### src/rtl/sdram_pkg.sv
// Shared SDRAM controller definitions: command encodings, write-engine states and
// field slices of the 24-bit {bank, row, column} address.
package sdram_pkg;

  localparam int unsigned CMD_W  = 4;
  localparam int unsigned ADDR_W = 24;
  localparam int unsigned BA_W   = 2;
  localparam int unsigned ROW_W  = 13;
  localparam int unsigned COL_W  = 9;
  localparam int unsigned LEN_W  = 10;
  localparam int unsigned DATA_W = 16;
  localparam int unsigned CNT_W  = 10;

  localparam int unsigned BA_LSB  = ROW_W + COL_W;
  localparam int unsigned ROW_LSB = COL_W;

  // {cs_n, ras_n, cas_n, we_n}
  localparam logic [CMD_W-1:0] CMD_NOP    = 4'b0111;
  localparam logic [CMD_W-1:0] CMD_ACTIVE = 4'b0011;
  localparam logic [CMD_W-1:0] CMD_WRITE  = 4'b0100;
  localparam logic [CMD_W-1:0] CMD_BSTOP  = 4'b0110;
  localparam logic [CMD_W-1:0] CMD_PRECH  = 4'b0010;

  localparam logic [BA_W-1:0]  BA_IDLE        = 2'b11;
  localparam logic [ROW_W-1:0] ADDR_IDLE      = 13'h1fff;
  localparam logic [ROW_W-1:0] ADDR_PRECH_ALL = 13'h0400;

  typedef enum logic [3:0] {
    WR_IDLE  = 4'd0,
    WR_ACT   = 4'd1,
    WR_TRCD  = 4'd2,
    WR_WRITE = 4'd3,
    WR_DATA  = 4'd4,
    WR_TWR   = 4'd5,
    WR_PRE   = 4'd6,
    WR_TRP   = 4'd7,
    WR_END   = 4'd8
  } wr_state_e;

  function automatic logic [BA_W-1:0] wa_ba(input logic [ADDR_W-1:0] a);
    return a[BA_LSB +: BA_W];
  endfunction

  function automatic logic [ROW_W-1:0] wa_row(input logic [ADDR_W-1:0] a);
    return a[ROW_LSB +: ROW_W];
  endfunction

  function automatic logic [COL_W-1:0] wa_col(input logic [ADDR_W-1:0] a);
    return a[COL_W-1:0];
  endfunction

endpackage

### src/rtl/sdram_write.sv
// SDRAM write-burst engine: ACTIVE, tRCD, WRITE + data beats, BURST STOP, tWR,
// PRECHARGE-all, tRP, then a one-cycle wr_end back to the arbiter.
module sdram_write
  import sdram_pkg::*;
#(
  parameter int unsigned TRCD_CLK = 2,
  parameter int unsigned TWR_CLK  = 2,
  parameter int unsigned TRP_CLK  = 2
) (
  input  logic              sys_clk,
  input  logic              sys_rst_n,
  input  logic              init_end_i,
  input  logic              wr_en_i,
  input  logic [ADDR_W-1:0] wr_addr_i,
  input  logic [LEN_W-1:0]  wr_burst_len_i,
  input  logic [DATA_W-1:0] wr_data_i,
  output logic              wr_ack_o,
  output logic              wr_end_o,
  output logic [CMD_W-1:0]  write_cmd_o,
  output logic [BA_W-1:0]   write_ba_o,
  output logic [ROW_W-1:0]  write_addr_o,
  output logic              wr_sdram_en_o,
  output logic [DATA_W-1:0] wr_sdram_data_o
);

  wr_state_e         state_q, state_d;
  logic [CNT_W-1:0]  cnt_q, cnt_d;
  logic [ADDR_W-1:0] addr_q, addr_d;
  logic [LEN_W-1:0]  len_q, len_d;
  logic              start;

  assign start = (state_q == WR_IDLE) && init_end_i && wr_en_i;

  always_ff @(posedge sys_clk or negedge sys_rst_n) begin
    if (!sys_rst_n) begin
      state_q <= WR_IDLE;
      cnt_q   <= '0;
      addr_q  <= '0;
      len_q   <= '0;
    end else begin
      state_q <= state_d;
      cnt_q   <= cnt_d;
      addr_q  <= addr_d;
      len_q   <= len_d;
    end
  end

  // Next state; the request is captured only on the grant edge so later input changes are ignored
  always_comb begin
    state_d = state_q;
    addr_d  = addr_q;
    len_d   = len_q;
    unique case (state_q)
      WR_IDLE: begin
        if (start) begin
          state_d = WR_ACT;
          addr_d  = wr_addr_i;
          len_d   = (wr_burst_len_i == '0) ? LEN_W'(1) : wr_burst_len_i;
        end
      end
      WR_ACT:   state_d = WR_TRCD;
      WR_TRCD:  if (cnt_q == CNT_W'(TRCD_CLK - 1)) state_d = WR_WRITE;
      WR_WRITE: state_d = (len_q > LEN_W'(1)) ? WR_DATA : WR_TWR;
      WR_DATA:  if (cnt_q == CNT_W'(len_q - LEN_W'(2))) state_d = WR_TWR;
      WR_TWR:   if (cnt_q == CNT_W'(TWR_CLK - 1)) state_d = WR_PRE;
      WR_PRE:   state_d = WR_TRP;
      WR_TRP:   if (cnt_q == CNT_W'(TRP_CLK - 1)) state_d = WR_END;
      WR_END:   state_d = WR_IDLE;
      default:  state_d = WR_IDLE;
    endcase
    cnt_d = (state_d != state_q) ? '0 : cnt_q + CNT_W'(1);
  end

  // Command/address bus and beat strobes decoded straight from state and counter
  always_comb begin
    write_cmd_o     = CMD_NOP;
    write_ba_o      = BA_IDLE;
    write_addr_o    = ADDR_IDLE;
    wr_ack_o        = 1'b0;
    wr_end_o        = 1'b0;
    unique case (state_q)
      WR_ACT: begin
        write_cmd_o  = CMD_ACTIVE;
        write_ba_o   = wa_ba(addr_q);
        write_addr_o = wa_row(addr_q);
      end
      WR_WRITE: begin
        write_cmd_o  = CMD_WRITE;
        write_ba_o   = wa_ba(addr_q);
        write_addr_o = {(ROW_W - COL_W)'(0), wa_col(addr_q)};
        wr_ack_o     = 1'b1;
      end
      WR_DATA:  wr_ack_o = 1'b1;
      WR_TWR:   if (cnt_q == '0) write_cmd_o = CMD_BSTOP;
      WR_PRE: begin
        write_cmd_o  = CMD_PRECH;
        write_addr_o = ADDR_PRECH_ALL;
      end
      WR_END:   wr_end_o = 1'b1;
      default: ;
    endcase
    wr_sdram_en_o   = wr_ack_o;
    wr_sdram_data_o = wr_ack_o ? wr_data_i : '0;
  end

endmodule

### config.mk
export PLATFORM = sky130hd
export DESIGN_NAME = sdram_write
export DESIGN_NICKNAME = d
export VERILOG_FILES = /design/src/rtl/sdram_pkg.sv /design/src/rtl/sdram_write.sv
export SDC_FILE = /design/constraint.sdc
export NUM_CORES = 1
export LEC_CHECK = 0
export BUFFER_PORTS_ARGS = -buffer_cell sky130_fd_sc_hd__buf_2
export CAP_MARGIN = 20
export CORE_MARGIN = 8
export CORE_UTILIZATION = 39
export CTS_CLUSTER_SIZE = 40
export DETAILED_ROUTE_END_ITERATION = 10
export PLACE_DENSITY = 0.75
export SLEW_MARGIN = 20
export SYNTH_ARGS = -nofsm -noshare
export SYNTH_HDL_FRONTEND = slang
export SYNTH_SLANG_ARGS = --single-unit
export TNS_END_PERCENT = 5
### constraint.sdc
create_clock -name sys_clk -period 2.92 [get_ports sys_clk]
set_input_delay 0 -clock sys_clk [delete_from_list [all_inputs] [get_ports sys_clk]]
set_output_delay 0 -clock sys_clk [all_outputs]
set_load 0.01 [all_outputs]
Yosys cells after proc, flatten, opt, wreduce, memory -nomap -nowiden
Index checks and enable logic that the tools add are counted.

cells by class
  add/sub/neg operators = 2
  $mul = 0
  divide/modulo/power cells = 0
  $lt $le $gt $ge = 1
  equality and inequality tests = 11
  shift operators = 0
  mux-type cells = 16
  bitwise logic cells = 0
  reductions and logical operators = 8

operators by type and width
  operator                                                        number
  one-hot mux 13 bit (3 select lines)                             1
  one-hot mux 4 bit (8 select lines)                              1
  zero test 10 bit                                                2
  2-to-1 mux 10 bit                                               2
  2-to-1 mux 4 bit                                                5
  == test 4 x 3 -> 1 bit, second input constant                   4
  2-to-1 mux 16 bit                                               1
  one-hot mux 3 bit (4 select lines)                              1
  adder 10 x 1 -> 10 bit, second input constant                   1
  == test 10 x 1 -> 1 bit, second input constant                  1
  == test 10 bit                                                  1
  greater-than comparator 10 x 1 -> 1 bit, second input constant  1
  subtractor 10 x 2 -> 10 bit, second input constant              1
  == test 4 x 2 -> 1 bit, second input constant                   2
  == test 4 x 1 -> 1 bit, second input constant                   1
  == test 4 bit, second input constant                            1
  zero test 4 bit                                                 1
  2-to-1 mux 1 bit                                                4
  inequality test 4 bit                                           1
  OR reduction 2 bit                                              2
  logical AND 1 bit                                               2
  2-to-1 mux 2 bit                                                1
  AND reduction 2 bit                                             1

word-level totals
  register bits = 48
  latch bits = 0
  RAM bits = 0
  bits in read-only memories = 0
  input port bits = 54
  memories = 0

Logic depth before layout (Yosys ltp)
Gate-level depths: netlist of run 1.

  word-level depth = 7
  gate-level depth with buffers = 8

Worst setup path before layout of run 1
No wires, ideal clock.

  path type = flip-flop to flip-flop
  start = register state_q[1]
  end = register cnt_q[2]
  setup time = 0.137 ns
  arrival time = 2.340 ns
  data required time = 2.783 ns
  setup slack = 0.444 ns
  cell stages (with the launch flop) = 8
  buffers on the path = 1
  period minus slack after synthesis = 2.476 ns
  path through = dfrtp_1 -> buf_6 -> or4b_1 -> nor4_1 -> nand4_1 -> or4b_1 -> o311ai_4 -> nor2_1

on the way
  cells in the longest elaborated chain, start to end = 7

ends and longest elaborated chain
  item                                RTL line                              text
  start, declared                     sdram_write.sv:26                     wr_state_e state_q, state_d;
  start signal, assigned              sdram_write.sv:41                     state_q <= state_d;
  zero test 4 bit                     sdram_write.sv:32, sdram_write.sv:53
  logical AND 1 bit (2 in series)     sdram_write.sv:32                     assign start = (state_q == WR_IDLE) && init_end_i && wr_en_i;
  2-to-1 mux 4 bit                    sdram_write.sv:55                     if (start) begin
  one-hot mux 4 bit (8 select lines)  sdram_write.sv:53                     unique case (state_q)
  inequality test 4 bit *             sdram_write.sv:71                     cnt_d = (state_d != state_q) ? '0 : cnt_q + CNT_W'(1);
  2-to-1 mux 10 bit *                 sdram_write.sv:71
  net cnt_d[2]                        sdram_write.sv:27                     logic [CNT_W-1:0] cnt_q, cnt_d;
  end signal, assigned                sdram_write.sv:42                     cnt_q <= cnt_d;
  end, declared                       sdram_write.sv:27

The timed path passes the listed nets; every way through them passes the cells marked *.
A chain may end at the register's enable or synchronous reset.

Worst setup path after layout of run 1
  start = register state_q[0]
  end = register cnt_q[4]

The elaborated chain is that of the path after synthesis.

==> results of run 1 <==
area by class of cell:
type / count / area, sq um
Sequential cell: 48 / 1200
Inverter: 10 / 37.5
Timing Repair Buffer: 129 / 833
Clock inverter: 3 / 42.5
Multi-Input combinational cell: 207 / 1480
Fill cell: 652 / 3310
Clock buffer: 5 / 68.8
Tap cell: 99 / 124
power by group through the flow:
stage	logic (mW)	clock network, mW	registers [mW]
floorplan	1.33	0	1.10
global placement	1.73	0	1.17
detailed placement	1.76	0	1.19
CTS	1.81	0.480	1.18
global route	1.98	0.509	1.23
finish	1.79	0.471	1.18
metal layers:
layer	routed length, microns	global-route usage	vias to the layer above	share of wire
met4	53	0.0360	0	0.0075
met3	475	0.0394	4	0.068
met1	2970	0.158	1187	0.42
met2	3520	0.250	75	0.50
met5	0	0	-	0
li1	-	-	1209	-
Yosys cell counts (2+ instances only):
| library cell | number | area, sq um |
|---|---|---|
| clkbuf_1 | 13 | 48.8 |
| nand3_1 | 5 | 25.0 |
| ha_1 | 4 | 50.1 |
| and2_1 | 16 | 100 |
| xor2_1 | 7 | 61.3 |
| a21o_1 | 16 | 120 |
| buf_2 | 2 | 10.0 |
| mux2_2 | 30 | 338 |
| dfrtp_1 | 48 | 1200 |
| nor4_1 | 6 | 37.5 |
| a31oi_1 | 3 | 18.8 |
| or3_1 | 2 | 12.5 |
| a211oi_1 | 2 | 15.0 |
| inv_1 | 10 | 37.5 |
| or4b_1 | 2 | 20.0 |
| o21ai_0 | 5 | 25.0 |
| nor3_1 | 10 | 50.1 |
| a21oi_1 | 5 | 25.0 |
| nor2b_1 | 2 | 12.5 |
| nand4_1 | 2 | 12.5 |
| mux2i_1 | 9 | 90.1 |
| nand2_1 | 25 | 93.8 |
| buf_4 | 2 | 15.0 |
| nor2_1 | 23 | 86.3 |
| xnor2_1 | 15 | 131 |
| and3_1 | 5 | 31.3 |
layout by cell type (no fill, tap or decap), types with 10 or more instances in the layout:
cell and n:
buf_2 89, dfrtp_1 48, dlygate4sd3_1 35, mux2_2 30
nand2_1 25, nor2_1 23, a21o_1 16, and2_1 16
xnor2_1 15, inv_1 10, nor3_1 10
worst max-delay path by stage:
stage,from,to,slack (ns)
after CTS,state_q[0],cnt_q[3],0.24
final,state_q[0],cnt_q[4],0.27
after floorplan,state_q[1],cnt_q[2],0.44
after global placement,state_q[0],cnt_q[9],0.35
after global routing,state_q[0],cnt_q[3],0.12
after detailed placement,state_q[0],cnt_q[3],0.26
repair_timing:
action | CTS | global route
setup buffers | 0 | 0
endpoints found under the setup margin | 0 | 0
resized for setup | 0 | 0
endpoints found under the hold margin | 82 | 0
hold buffers | 35 | 0
registers in the layout (all words and copies together) (netlist names):
name	cells
cnt_q	10
state_q	4
addr_q	24
len_q	10
cells by family after synthesis:
group / count (synthesis) / share of synthesized area
buffers and inverters: 29 / 0.0451
other: 1 / 0.00134
adder cells (fa/ha/maj): 4 / 0.0178
flip-flops: 48 / 0.428
AND/OR/NAND/NOR: 104 / 0.190
XOR/XNOR: 22 / 0.0687
multiplexers: 39 / 0.153
AO/OA/AOI/OAI: 37 / 0.0964
worst max-delay path, stage by stage (launching register included):
cell,delay (ns)
dfrtp_1,0.47
or4b_1,0.54
nor4_1,0.27
nand4_1,0.13
or4b_1,0.58
o311ai_4,0.44
nor2_1,0.11
metrics by stage:
step / std cells / util / power [mW]
CTS: 501 / 0.534 / 3.46
global route: 501 / 0.534 / 3.71
detailed placement: 458 / 0.469 / 2.95
global placement: 458 / 0.469 / 2.90
floorplan: 284 / - / 2.43
finish: 501 / 0.534 / 3.44
==> impl_metrics.py, run 1 <==
metrics = {
    "synth": {
        "synth_cell_types": 41,
        "netlist_area_sq_mm": 0.00280,
        "synthCells": 284,
        "synthFlopType": "dfrtp_1",
        "ys_seq_area_frac": 0.428,
        "async_flop_share": 1.00,
        "ys_warn_count": 0,
        "syn_nets": 342,
        "syn_avg_cell_area_sq_um": 9.87,
        "ys_ff_latch": 48,
        "synth-edff-count": 0,
    },
    "placed_design": {
        "numPortBuffers": 90,
        "pre_cts_slack_ns": 0.263,
        "dp_hpwl_mm": 5.13,
        "place_area_sq_mm": 0.00333,
        "gp_congestion": 0.891,
    },
    "pwr": {
        "clkPwrFrac": 0.137,
        "p_sw_frac": 0.399,
        "powerDensity_mw_per_mm2": 907,
        "p_int_mw": 2.07,
        "p_seq_frac": 0.343,
        "leakagePower_nw": 1.78,
        "vdd_drop_max_mv": 0.419,
        "power_switching_mw": 1.37,
        "comb_power_share": 0.519,
    },
    "global_routing": {
        "grt_usage": 0.140,
        "grt_pass1_vias": 2492,
        "grt_overflow_total": 0,
        "grt_pass1_wl_mm": 11.6,
        "antenna_found_initial": 0,
        "grt_max_degree": 49,
    },
    "routing": {
        "final_antenna_net_count": 0,
        "avgViaCountPerCell": 4.94,
        "drt-total-wl_mm": 7.02,
        "initialDrtViolationCount": 113,
        "dr_total_vias": 2475,
        "remaining_drc_errors": 0,
        "routedWlPerCell_microns": 14.0,
        "dr.pass1.iters": 4,
    },
    "worst_setup_path": {
        "cp.required_ns": 3.08,
        "rr_startpoint": "state_q[0]",
        "cp-start-kind": "flip-flop",
        "worstPathArrival_ns": 2.81,
        "r2r_end": "cnt_q[4]",
        "reg2reg_depth": 6,
        "critical_path_class": "reg -> reg",
        "r2r_slack_ns": 0.27,
        "crit_fanout": 10,
        "crit_path_end_kind": "flip-flop",
    },
    "timing": {
        "slew_headroom": 0.505,
        "timing.fmax_mhz": 377,
        "hold_slack_ns": 0.235,
        "fin_worst_skew_ns": 0.00543,
        "period_minus_slack_ns": 2.65,
        "setup_viol": 0,
        "min_period_over_period": 0.907,
        "layout_setup_ws_ns": 0.271,
        "hold_viol_final": 0,
        "tightest_slew_ns": 0.741,
        "setup_tns_ns": 0,
        "drv_slew": 0,
        "rsz0062_at_grt": "no",
    },
    "floorplan": {
        "design.core.area_sq_mm": 0.00710,
        "start_util": 0.395,
        "rows": 31,
        "fp.dieH_microns": 101,
        "die_area_sq_mm": 0.0102,
        "io_pins": 92,
        "fp.dieW_microns": 101,
    },
    "status": {
        "status": "finished, final reports clean",
    },
    "clocking": {
        "clockRootBuffer": "clkbuf_8",
        "htreeDepth": 2,
        "cts_tree": "yes",
        "clock_path_buffers": 2,
        "clk_pin_slew_worst_paths_ns": 0.09,
        "clock_latency_ns": 0.30,
        "clock_sinks": 48,
        "cts_made_buffers": 5,
    },
    "cells_and_area": {
        "drive_above_1_share": 0.338,
        "final_design_area_no_fill_sq_mm": 0.00379,
        "syn2layout_area_growth_pct": 35.2,
        "final_nets": 459,
        "n_antenna_cell": 0,
    },
    "run": {
        "maxCapViolations": 0,
    },
    "min_path": {
        "hold_path_class": "in -> async",
    },
}
(Power assumes the default switching activity.)
==> run 2, diff against run 1 <==
CORE_MARGIN = default   (was 8)
==> run 2 against run 1 <==
Effect of this change:
- combinational power about the same
- die area down 26%
- maximum frequency down 0.51%
- register-to-register slack about the same
- clock power up 22%
- sequential power about the same
==> impl_metrics.py, run 2 (same netlist as run 1, synthesis figures left out) <==
metrics = {
    "timing": {
        "fin_worst_skew_ns": 0.0122,
        "setup_viol": 0,
        "slew_headroom": 0.500,
        "hold_slack_ns": 0.244,
        "timing.fmax_mhz": 376,
        "drv_slew": 0,
        "rsz0062_at_grt": "no",
        "period_minus_slack_ns": 2.66,
        "hold_viol_final": 0,
        "setup_tns_ns": 0,
        "tightest_slew_ns": 0.747,
        "min_period_over_period": 0.912,
    },
    "worst_setup_path": {
        "worstPathArrival_ns": 2.83,
        "rr_startpoint": "state_q[0]",
        "crit_fanout": 10,
        "critical_path_class": "reg -> reg",
        "cpMaxStageDelayCell": "or4b_1",
        "reg2reg_depth": 6,
        "r2r_slack_ns": 0.26,
        "crit_end": "cnt_q[3]",
        "path_cells": "or4b_1, nor4_1, nand4_1, or4b_1, o311ai_4, nor2_1",
        "cp-start-kind": "flip-flop",
        "cp.required_ns": 3.09,
        "r2r_end": "cnt_q[3]",
        "slowest_delay_ns": 0.57,
        "crit_path_end_kind": "flip-flop",
        "crit_start": "state_q[0]",
        "crit_top_cell": "or4b_1",
    },
    "pwr": {
        "vdd_drop_max_mv": 0.516,
        "total_power_mw": 3.58,
        "powerDensity_mw_per_mm2": 938,
        "leakagePower_nw": 1.80,
    },
    "floorplan": {
        "die_area_sq_mm": 0.00753,
        "rows": 30,
        "fp.dieW_microns": 86.8,
        "fp.dieH_microns": 86.8,
        "io_pins": 92,
        "start_util": 0.408,
        "design.core.area_sq_mm": 0.00687,
    },
    "cells_and_area": {
        "final_design_area_no_fill_sq_mm": 0.00381,
        "n_antenna_cell": 0,
        "final_nets": 459,
        "final_common_cell": "buf_2",
        "largest_reg_flops": 24,
        "fin_util": 0.555,
        "syn2layout_area_growth_pct": 36.0,
        "regMostFlops": "addr_q",
        "drive_above_1_share": 0.338,
        "largest_registers": "addr_q (24), cnt_q (10), len_q (10)",
        "final_cell_mix": "buf_2 (89), dfrtp_1 (48), dlygate4sd3_1 (35), mux2_2 (30), nand2_1 (25)",
    },
    "clocking": {
        "cts_resized": 0,
        "cts_made_buffers": 5,
        "cts_tree": "yes",
        "htreeDepth": 2,
        "cts_setup_buffers": 0,
        "clockRootBuffer": "clkbuf_8",
        "clock_sinks": 48,
        "ctsHoldBuffers": 35,
        "clk_pin_slew_worst_paths_ns": 0.10,
        "clock_path_buffers": 2,
        "clock_latency_ns": 0.30,
    },
    "routing": {
        "final_antenna_net_count": 0,
        "routedWlPerCell_microns": 14.2,
        "drt-total-wl_mm": 7.07,
        "dr.pass1.iters": 4,
        "avgViaCountPerCell": 5.10,
        "remaining_drc_errors": 0,
        "initialDrtViolationCount": 177,
        "dr_total_vias": 2540,
    },
    "run": {
        "maxCapViolations": 0,
    },
    "placed_design": {
        "dp_hpwl_mm": 4.75,
        "gp_congestion": 0.910,
        "numPortBuffers": 90,
        "place_area_sq_mm": 0.00332,
    },
    "min_path": {
        "hold_path_class": "in -> async",
    },
    "global_routing": {
        "grt_overflow_total": 0,
        "grt_usage": 0.197,
        "antenna_found_initial": 0,
        "grt_max_degree": 49,
        "grt_pass1_wl_mm": 11.6,
        "grt_pass1_vias": 2539,
    },
    "status": {
        "status": "finished, final reports clean",
    },
}
## run 2: changes by cell type in the layout (fill, tap and decap cells not counted), sizes merged
cell,change
clkinv,-1
bufinv,+1
inv,+1
clkinvlp,-1
## run 2: critical path: cells and delay by family (launching register included)
kind	cells	cell delay, ns
AND/OR/NAND/NOR	5	1.63
flip-flops	1	0.49
AO/OA/AOI/OAI	1	0.43
## run 2: how the worst min path moves through the flow
stage	startpoint	to	slack [ns]	cells after the start
after global routing	sys_rst_n	addr_q[21]	0.30	2
final	sys_rst_n	addr_q[21]	0.24	2
after detailed placement	wr_addr_i[19]	addr_q[19]	0.22	3
after global placement	wr_addr_i[19]	addr_q[19]	0.22	3
after floorplan	sys_rst_n	addr_q[0]	-0.30	0
after CTS	wr_data_i[15]	wr_sdram_data_o[15]	0.29	3
## run 2: power breakdown
group          internal, mW  switching, mW
registers             0.935          0.247
clock network         0.345          0.231
logic                 0.884          0.935
total                  2.16           1.41
## run 2: area by class of cell
| cell class | instances | area (sq um) |
|---|---|---|
| fill | 609 | 3060 |
| multi-input combinational | 207 | 1480 |
| sequential | 48 | 1200 |
| timing repair buffer | 129 | 833 |
| tap | 96 | 120 |
| clock buffer | 5 | 68.8 |
| clock inverter | 3 | 68.8 |
| inverter | 10 | 37.5 |
## run 2: routing by layer
metal | share of wire | global-route usage
met3 | 0.050 | 0.0400
met5 | 0 | 0
met2 | 0.53 | 0.358
met4 | 0.020 | 0.0606
met1 | 0.40 | 0.233
## run 2: stage by stage
stage / std cells / worst slack, ns
2_1_floorplan: 284 / 0.444
3_3_place_gp: 455 / 0.333
3_5_place_dp: 455 / 0.276
4_1_cts: 498 / 0.253
5_1_grt: 498 / 0.0540
6_report: 498 / 0.257
==> run 3, diff against run 2 <==
==> constraint.sdc (replaced) <==
create_clock -name sys_clk -period 2.92 [get_ports sys_clk]
set_input_delay 0.292 -clock sys_clk [delete_from_list [all_inputs] [get_ports sys_clk]]
set_output_delay 0.292 -clock sys_clk [all_outputs]
set_load 0.01 [all_outputs]
==> run 3 against run 2 <==
Effect of this change:
- the flow now finishes with violations (hold timing)
- first-iteration DRC count shrank 28%
- critical path depth grew 1
- worst hold slack lost 0.28 ns
- wire length shrank 11%
- clock-buffer cell count is the same
- non-clock buffer count shrank 34
- combinational power is essentially flat
- setup slack lost 0.0022 ns
- cell area shrank 9.2%
- register-to-register slack is essentially flat
- flip-flop and latch count is the same
- sequential share of layout area grew 3.2 points
==> impl_metrics.py, run 3 (same netlist as run 1, synthesis figures left out) <==
metrics = {
    "status": {
        "status": "finished with violations",
        "violations": "hold timing",
    },
    "timing": {
        "rsz0062_at_grt": "no",
        "timing.fmax_mhz": 375,
        "setup_viol": 0,
        "layout_setup_ws_ns": 0.255,
        "fin_worst_skew_ns": 0.0117,
        "period_minus_slack_ns": 2.66,
        "tightest_slew_ns": 0.780,
        "slew_headroom": 0.479,
        "drv_slew": 0,
        "hold_slack_ns": -0.0319,
        "setup_tns_ns": 0,
        "hold_viol_final": 12,
        "min_period_over_period": 0.913,
    },
    "routing": {
        "dr_total_vias": 2312,
        "dr.pass1.iters": 4,
        "avgViaCountPerCell": 4.98,
        "drt-total-wl_mm": 6.28,
        "routedWlPerCell_microns": 13.5,
        "remaining_drc_errors": 0,
        "initialDrtViolationCount": 127,
        "final_antenna_net_count": 0,
    },
    "floorplan": {
        "design.core.area_sq_mm": 0.00687,
        "io_pins": 92,
        "rows": 30,
        "die_area_sq_mm": 0.00753,
        "fp.dieH_microns": 86.8,
        "fp.dieW_microns": 86.8,
        "start_util": 0.408,
    },
    "global_routing": {
        "grt_pass1_vias": 2284,
        "grt_overflow_total": 0,
        "grt_max_degree": 49,
        "grt_usage": 0.177,
        "grt_pass1_wl_mm": 10.4,
        "antenna_found_initial": 0,
    },
    "worst_setup_path": {
        "cp.buffers_inverters": 1,
        "crit_fanout": 10,
        "critical_path_class": "reg -> reg",
        "path_cells": "or4b_1, nor4_1, nand4_1, or4b_1, o311ai_4, buf_12, nor2_1",
        "cp.required_ns": 3.11,
        "worstPathArrival_ns": 2.85,
        "crit_top_cell": "or4b_1",
        "cp-start-kind": "flip-flop",
        "crit_family": "simple AND/OR/NAND/NOR gates",
        "cpMaxStageDelayCell": "or4b_1",
        "slowest_delay_ns": 0.57,
        "crit_path_end_kind": "flip-flop",
    },
    "run": {
        "maxCapViolations": 0,
    },
    "clocking": {
        "cts_tree": "yes",
        "clockRootBuffer": "clkbuf_8",
        "ctsHoldBuffers": 0,
        "clock_path_buffers": 2,
        "clock_latency_ns": 0.30,
        "cts_made_buffers": 5,
        "clock_sinks": 48,
        "htreeDepth": 2,
        "clk_pin_slew_worst_paths_ns": 0.10,
    },
    "cells_and_area": {
        "largest_registers": "addr_q (24), cnt_q (10), len_q (10)",
        "largest_reg_flops": 24,
        "regMostFlops": "addr_q",
        "n_antenna_cell": 0,
        "final_common_cell": "buf_2",
        "num-fill-cells": 654,
        "final_cell_mix": "buf_2 (89), dfrtp_1 (48), mux2_2 (30), nand2_1 (25), nor2_1 (23)",
        "final_nets": 425,
        "syn2layout_area_growth_pct": 23.4,
        "drive_above_1_share": 0.372,
    },
    "min_path": {
        "hold_path_class": "in -> async",
    },
    "placed_design": {
        "gp_congestion": 0.884,
        "pre_cts_slack_ns": 0.270,
        "dp_hpwl_mm": 4.60,
        "numPortBuffers": 90,
    },
    "pwr": {
        "leakagePower_nw": 1.65,
        "vdd_drop_max_mv": 0.376,
        "powerDensity_mw_per_mm2": 1010,
    },
}
## run 3: metal layers
layer / wire length (microns) / share of wire / vias up / track usage
met3: 273 / 0.043 / 15 / 0.0305
met5: 0 / 0 / - / 0
met2: 3020 / 0.48 / 80 / 0.288
met1: 2820 / 0.45 / 1079 / 0.232
met4: 162 / 0.026 / 0 / 0.0727
li1: - / - / 1138 / -
## run 3: final timing paths
path | from | to | slack, ns | depth (start not counted)
setup / recovery | state_q[0] | cnt_q[2] | 0.26 | 7
hold / removal | sys_rst_n | addr_q[21] | -0.03 | 1
setup reg to reg | state_q[0] | cnt_q[2] | 0.26 | 7
hold reg to reg | addr_q[14] | addr_q[14] | 0.51 | 1
max in group asynchronous | sys_rst_n | addr_q[7] | 2.52 | 1
min in group sys_clk | wr_addr_i[19] | addr_q[19] | 0.20 | 3
## run 3: final cells by class
| type | instances | area [sq um] | area share |
|---|---|---|---|
| Multi-Input combinational cell | 207 | 1480 | 0.428 |
| Inverter | 10 | 37.5 | 0.0108 |
| Clock inverter | 3 | 47.5 | 0.0137 |
| Tap cell | 96 | 120 | 0.0347 |
| Sequential cell | 48 | 1200 | 0.347 |
| Timing Repair Buffer | 95 | 503 | 0.145 |
| Clock buffer | 5 | 68.8 | 0.0199 |
## run 3: power breakdown
part	internal, mW	switching (mW)	total (mW)
logic	0.901	0.931	1.83
clock network	0.258	0.230	0.488
registers	0.935	0.236	1.17
## run 3: metrics by stage
step | power, mW | util | hold slack, ns | instance area [sq um] | cells
floorplan | 2.43 | - | -0.00359 | 2800 | 284
global placement | 2.89 | 0.484 | 0.485 | 3320 | 455
detailed placement | 2.95 | 0.484 | 0.495 | 3320 | 455
CTS | 3.45 | 0.501 | 0.194 | 3440 | 463
global route | 3.77 | 0.504 | 0.0301 | 3460 | 464
finish | 3.49 | 0.504 | -0.0319 | 3460 | 464
## run 3: timing repair
action,4_1_cts,5_1_grt
buffers inserted,0,1
endpoints found under the setup margin,0,1
resized for setup,0,0
## run 3: worst reg2reg max path, stage by stage (launching register included)
cell and delay, ns:
dfrtp_1 0.49, or4b_1 0.55, nor4_1 0.28, nand4_1 0.13, or4b_1 0.57, o311ai_4 0.32
buf_12 0.16, nor2_1 0.05
